<file path="src/rtl/arith_chk_pkg.sv">
// Shared types and helpers for the full-adder stimulus/response checker.
//   state_e : checker FSM states
//   VEC_W   : width of one stimulus vector, {cin, y, x}
//   exp_t   : one delay-line entry {vld, vec, c, s}
//   fa_ref  : golden full-adder result {carry, sum} for a vector
package arith_chk_pkg;

    typedef enum logic [1:0] {StIdle, StDrive, StDrain, StDone} state_e;

    localparam int unsigned VEC_W = 3;

    typedef struct packed {
        logic             vld;
        logic [VEC_W-1:0] vec;
        logic             c;
        logic             s;
    } exp_t;

    function automatic logic [1:0] fa_ref(input logic [VEC_W-1:0] vec);
        logic a, b, ci;
        a  = vec[0];
        b  = vec[1];
        ci = vec[2];
        return {(a & b) | (a & ci) | (b & ci), a ^ b ^ ci};
    endfunction

endpackage

</file>
<file path="src/rtl/arith_chk_exp_pipe.sv">
// Delay line carrying the expected adder response alongside the driven vector.
// Depth LATENCY, so the output lines up with the cycle in which the DUT's
// registered sum/carry for that vector is valid.
// Ports:
//   clk, rst   : clock, synchronous active-high reset
//   clr        : synchronous clear (new run)
//   push_vld   : a vector is currently being driven
//   push_vec   : the driven vector {cin, y, x}
//   pop        : delayed {vld, vec, exp_c, exp_s}
module arith_chk_exp_pipe
    import arith_chk_pkg::*;
#(
    parameter int unsigned LATENCY = 1
) (
    input  logic             clk,
    input  logic             rst,
    input  logic             clr,
    input  logic             push_vld,
    input  logic [VEC_W-1:0] push_vec,
    output exp_t             pop
);

    exp_t stage_q [LATENCY];
    exp_t entry;
    logic [1:0] ref_cs;

    always_comb begin
        ref_cs    = fa_ref(push_vec);
        entry.vld = push_vld;
        entry.vec = push_vec;
        entry.c   = ref_cs[1];
        entry.s   = ref_cs[0];
    end

    always_ff @(posedge clk) begin
        if (rst || clr) begin
            for (int i = 0; i < LATENCY; i++) begin
                stage_q[i] <= '0;
            end
        end else begin
            stage_q[0] <= entry;
            for (int i = 1; i < LATENCY; i++) begin
                stage_q[i] <= stage_q[i-1];
            end
        end
    end

    assign pop = stage_q[LATENCY-1];

endmodule

</file>
<file path="config.mk">
export PLATFORM = sky130hd
export DESIGN_NAME = arith_chk_exp_pipe
export DESIGN_NICKNAME = d
export VERILOG_FILES = /design/src/rtl/arith_chk_pkg.sv /design/src/rtl/arith_chk_exp_pipe.sv
export SDC_FILE = /design/constraint.sdc
export NUM_CORES = 1
export LEC_CHECK = 0
export ABC_AREA = 1
export CORE_AREA = 2 2 39 41
export CTS_CLUSTER_SIZE = 8
export DETAILED_ROUTE_END_ITERATION = 12
export DIE_AREA = 0 0 41 43
export SLEW_MARGIN = 20
export SYNTH_ARGS = -nofsm -noshare
export SYNTH_HDL_FRONTEND = slang
export SYNTH_SLANG_ARGS = --single-unit
</file>
<file path="constraint.sdc">
create_clock -name clk -period 1.1 [get_ports clk]
set_input_delay 0.33 -clock clk [delete_from_list [all_inputs] [get_ports clk]]
set_output_delay 0.33 -clock clk [all_outputs]
set_load 0.1 [all_outputs]
</file>
==> results of run 1 <==
## cell usage after synthesis (all sizes together)
master | count | area [µm²]
inv | 8 | 30.0
dfxtp | 6 | 120
nor2 | 6 | 37.5
fa | 1 | 20.0
nand2 | 1 | 11.3
## through the flow
stage	setup slack (ns)	hold slack, ns	setup TNS [ns]
5_1_grt	0.00236	0.480	0
2_1_floorplan	0.0710	0.449	0
3_3_place_gp	-0.413	0.793	-0.759
3_5_place_dp	-0.422	0.793	-0.789
6_report	0.0270	0.446	0
4_1_cts	0.0130	0.475	0
## metal layers
metal / GRT usage, % / up-vias
li1: - / 89
met1: 6.84 / 60
met5: 0 / -
met4: 6.00 / 0
met2: 5.94 / 9
met3: 3.14 / 0
## area by class of cell
cell class	count	share of cell area [%]
clock buffers	3	5.04
inverters	8	6.72
multi-input cells	8	15.4
flip-flops and latches	6	28.6
well taps	16	4.48
repair buffers	12	39.8
## final timing paths
check           from            end  slack, ns
min      push_vec[0]  stage_q[0][2]       0.45
max    stage_q[0][3]         pop[3]       0.03
## report_power, final
| group | total [mW] | internal (mW) | switching (mW) |
|---|---|---|---|
| combinational | 0.163 | 0.0629 | 0.0998 |
| clock | 0.198 | 0.123 | 0.0750 |
| sequential | 0.238 | 0.231 | 0.00758 |
| total | 0.599 | 0.417 | 0.182 |
## cell families (layout without fill, tap and decap cells)
| group | Yosys count | after routing | synth area share, % |
|---|---|---|---|
| buf+inv | 8 | 23 | 13.7 |
| flops | 6 | 6 | 54.9 |
| simple gates | 7 | 7 | 22.3 |
| fa+ha+maj | 1 | 1 | 9.14 |
## what timing repair did
item,in CTS,in global routing
endpoints found under the hold margin,0,0
endpoints found under the setup margin,2,1
gates resized for setup,3,1
gates cloned,0,0
pin swaps,0,0
## worst min-delay path: stages
cell,delay [ns]
clkdlybuf4s15_1,0.20
inv_1,0.08
nor2_2,0.04
==> run summary, run 1 <==
PLACED DESIGN
--------------------------------------------------------------------------------------
Hpwl dp                                                                         279 µm
Routability congestion estimate                                                  0.685
Cell Count Post-Placement                                                           50
Number of buffers added on ports                                                    12
Instance area at placement                                                     427 µm²

POWER AND IR DROP
--------------------------------------------------------------------------------------
Worst-case vdd ir drop                                                        0.446 mV
Leak pwr                                                                      0.209 nW
Cell area power density                                                    1340 nW/µm²
Total power                                                                   0.599 mW

WORST SETUP PATH
--------------------------------------------------------------------------------------
Critical Path Start Type                                                     flip-flop
Worst Path Arrival                                                             0.74 ns
Classification of the worst setup path                                      reg -> out
Worst path buffer plus inverter count                                                1
Series of cell instances along the critical path                                buf_12
Critical path data required time                                               0.77 ns
Worst path depth                                                                     1
Maximum fanout count along the critical path                                         1
Largest stage delay, worst path                                                0.33 ns
Crit path capture type                                                      output pin
Cell class contributing the biggest share of worst-path delay               flip-flops
Highest-delay cell along the critical path                                     dfxtp_2

LOGIC SYNTHESIS
--------------------------------------------------------------------------------------
Cells after Synth                                                                   22
Number of distinct standard cells referenced by the synthesized netlist              6
Sequential share of the synthesized area                                         54.9%
Flip-flop and latch count after synthesis                                            6
Synthesized area                                                               219 µm²
Post-synth net total                                                                30
Yosys warning count                                                                  0
Syn avg cell area                                                             9.95 µm²

LAYOUT
--------------------------------------------------------------------------------------
Top reg by flops                                                               stage_q
Leading registers by flop count                                           stage_q: 6 flops
Most frequent cells in the layout                                         inv_1, nor2_2, buf_12, dfxtp_2
Area growth, synth to finish                                                      104%
Post-Layout Inst Area                                                          447 µm²
Total of fill cells in the finished design                                         143
Nets                                                                                47
Count of non-filler cells in the finished layout                                    53
Total area of multi-input combinational cells                                 68.8 µm²
Final Util                                                                       32.3%
Flip-flop and latch area                                                       128 µm²
Layout cell share with drive strength beyond 1                                   64.9%
Number of diodes                                                                     0
Flip-flop count of the largest register after layout                                 6

STA
--------------------------------------------------------------------------------------
Fraction of the cycle the final worst path needs                                 97.5%
Maximum achievable frequency                                                   932 MHz
Final count of pins violating max slew                                               0
Measured slew at the worst slew-check pin                                     0.113 ns
Shortest period the worst path allows                                          1.07 ns
Endpoints failing setup                                                              0
Worst max-slew margin expressed relative to the limit                            92.5%
Unrepaired setup endpoints after global routing                                     no
Final hold vios                                                                      0

ROUTE
--------------------------------------------------------------------------------------
Detail-routed net length per standard cell                                     6.11 µm
Antenna violation net count after detailed routing                                   0
Vias after detailed routing                                                        158
First-pass detailed-route iteration total                                            2
Vias per Instance                                                                 2.98
DRC marker count from the first detailed-route iteration                             1
Sum of routed wire length over all layers                                       324 µm
Top routing layer used                                                            met3
Routed length on met3                                                            39 µm
Post-route DRC                                                                       0
Met2 wire len                                                                   150 µm
Routed metal-1 wirelength                                                       134 µm

GLOBAL ROUTE
--------------------------------------------------------------------------------------
Final global-route overflow total                                                    0
Antenna violations before repair                                                     0
Vias in the first global route                                                     161
First-pass GRT wire length                                                      586 µm
Pin count of the biggest net entering global routing                                 7
GRT Total Usage                                                                  5.54%

CLOCK TREE
--------------------------------------------------------------------------------------
Cell at the root of the clock tree                                            clkbuf_4
Number of clock sinks seen by CTS                                                    6
TritonCTS clock tree                                                             built
Number of buffers inserted during clock tree synthesis                               3
CTS max path bufs                                                                    2
Post-CTS Hold Fix Bufs                                                               0
Clock slew at the register clock pins of the worst setup and hold paths        0.04 ns
H-tree levels                                                                        1
Setup bufs post-CTS                                                                  0

FLOORPLANNING
--------------------------------------------------------------------------------------
Area of the core                                                              1380 µm²
Initial Util                                                                     15.8%
I/O pin total                                                                       13
Horizontal die dimension                                                         41 µm
Die height                                                                       43 µm
Die ar.                                                                       1760 µm²
Floorplan row count                                                                 14

HOLD PATH
--------------------------------------------------------------------------------------
Number of stages on the worst hold path                                              3
Type of the worst min-delay path                                             in -> reg

STATUS
--------------------------------------------------------------------------------------
Status                                                                    complete, no violations

JOB
--------------------------------------------------------------------------------------
Number of max-cap violations                                                         0

Note: power is estimated with default switching activity, not from simulation.
==> inputs of run 2 (changes only) <==
Settings changed: SLEW_MARGIN 20 to 5.
==> results of run 2 <==
No change in the layout: final DEF, timing and power equal those of run 1.
==> inputs of run 3 (changes only) <==
==> constraint.sdc (replaced) <==
create_clock -name clk -period 1.1 [get_ports clk]
set_input_delay 0.22 -clock clk [delete_from_list [all_inputs] [get_ports clk]]
set_output_delay 0.22 -clock clk [all_outputs]
set_load 0.1 [all_outputs]
==> run summary, run 3 (synthesized netlist as in run 1, its figures left out) <==
CLOCK TREE
--------------------------------------------------------------------------------------
Setup bufs post-CTS                                                                  0
Number of buffers inserted during clock tree synthesis                               3
H-tree levels                                                                        1
Clock slew at the register clock pins of the worst setup and hold paths        0.05 ns
Cell at the root of the clock tree                                            clkbuf_4
Number of clock sinks seen by CTS                                                    6
CTS max path bufs                                                                    2
Post-CTS Hold Fix Bufs                                                               0
TritonCTS clock tree                                                             built

LAYOUT
--------------------------------------------------------------------------------------
Layout cell share with drive strength beyond 1                                   64.9%
Count of non-filler cells in the finished layout                                    53
Area growth, synth to finish                                                      105%
Leading registers by flop count                                           stage_q: 6 flops
Total of fill cells in the finished design                                         143
Post-Layout Inst Area                                                          449 µm²
Number of diodes                                                                     0
Most frequent cells in the layout                                         inv_1, nor2_2, buf_12, dfxtp_2
Top reg by flops                                                               stage_q
Flip-flop count of the largest register after layout                                 6
Nets                                                                                47

ROUTE
--------------------------------------------------------------------------------------
First-pass detailed-route iteration total                                            1
Antenna violation net count after detailed routing                                   0
Vias after detailed routing                                                        159
DRC marker count from the first detailed-route iteration                             0
Sum of routed wire length over all layers                                       331 µm
Post-route DRC                                                                       0
Vias per Instance                                                                 3.00
Detail-routed net length per standard cell                                     6.25 µm

WORST SETUP PATH
--------------------------------------------------------------------------------------
Classification of the worst setup path                                      reg -> out
Critical Path Start Type                                                     flip-flop
Worst Path Arrival                                                             0.74 ns
Crit path capture type                                                      output pin
Startpoint of the most critical setup path                                stage_q[0][3]
Largest stage delay, worst path                                                0.33 ns
Highest-delay cell along the critical path                                     dfxtp_2
Worst path buffer plus inverter count                                                1
Critical path data required time                                               0.88 ns
Maximum fanout count along the critical path                                         1
Series of cell instances along the critical path                                buf_12
Cell class contributing the biggest share of worst-path delay               flip-flops

STA
--------------------------------------------------------------------------------------
Worst-case hold slack                                                         0.268 ns
Shortest period the worst path allows                                         0.962 ns
Worst max-slew margin expressed relative to the limit                            92.5%
Final hold vios                                                                      0
Min setup slack post-route                                                    0.138 ns
Endpoints failing setup                                                              0
Maximum achievable frequency                                                  1040 MHz
Measured slew at the worst slew-check pin                                     0.113 ns
Final count of pins violating max slew                                               0
Fraction of the cycle the final worst path needs                                 87.5%
Unrepaired setup endpoints after global routing                                     no

GLOBAL ROUTE
--------------------------------------------------------------------------------------
Pin count of the biggest net entering global routing                                 7
First-pass GRT wire length                                                      586 µm
Vias in the first global route                                                     161
GRT Total Usage                                                                  5.54%
Final global-route overflow total                                                    0
Antenna violations before repair                                                     0

FLOORPLANNING
--------------------------------------------------------------------------------------
Initial Util                                                                     15.8%
Area of the core                                                              1380 µm²
Floorplan row count                                                                 14
I/O pin total                                                                       13
Die ar.                                                                       1760 µm²
Horizontal die dimension                                                         41 µm
Die height                                                                       43 µm

PLACED DESIGN
--------------------------------------------------------------------------------------
Placement-stage worst setup slack                                            -0.312 ns
Hpwl dp                                                                         279 µm
Instance area at placement                                                     427 µm²
Number of buffers added on ports                                                    12
Cell Count Post-Placement                                                           50
Routability congestion estimate                                                  0.685

POWER AND IR DROP
--------------------------------------------------------------------------------------
Worst-case vdd ir drop                                                        0.446 mV
Cell area power density                                                    1330 nW/µm²
Leak pwr                                                                      0.218 nW
Total power                                                                   0.599 mW

JOB
--------------------------------------------------------------------------------------
Number of max-cap violations                                                         0

HOLD PATH
--------------------------------------------------------------------------------------
Type of the worst min-delay path                                             in -> reg
Beginning of the worst hold path                                           push_vec[2]

STATUS
--------------------------------------------------------------------------------------
Status                                                                    complete, no violations

## run 3: worst paths after layout
| path | end | cells after the start |
|---|---|---|
| setup / recovery | pop[3] | 1 |
| hold / removal | stage_q[0][4] | 3 |
## run 3: power by group
part	internal (mW)	switching, mW	leakage (nW)	total, mW
Clock	0.123	0.0745	0.0138	0.198
Combinational	0.0633	0.0999	0.153	0.163
Sequential	0.231	0.00758	0.0516	0.238
Total	0.417	0.182	0.218	0.599
## run 3: per-stage QoR
| stage | setup TNS, ns | util, % |
|---|---|---|
| after floorplan | 0 | - |
| final | 0 | 32.5 |
| after CTS | 0 | 32.3 |
| after global placement | -0.508 | 30.8 |
| after global routing | 0 | 32.5 |
| after detailed placement | -0.536 | 30.8 |
## run 3: layer usage
metal / part of all wire [%] / vias up / GRT usage (%)
li1: - / 89 / -
met4: 0 / 0 / 6.00
met1: 42 / 61 / 6.84
met5: 0 / - / 0
met2: 46 / 9 / 5.94
met3: 12 / 0 / 3.14
## run 3: cell type report
type	count	area [µm²]	share of cell area [%]
flip-flops and latches	6	128	28.4
well taps	16	20.0	4.46
repair buffers	12	180	40.1
inverters	8	30.0	6.69
multi-input cells	8	68.8	15.3
clock buffers	3	22.5	5.01
## run 3: repair_timing
action | CTS | global route
setup endpoints to repair | 1 | 1
pin swaps | 0 | 0
resized for setup | 2 | 1
## run 3: tightest hold or removal path, cell delays in order
cell            delay [ns]
dlymetal6s2s_1        0.14
inv_1                 0.07
nor2_2                0.04
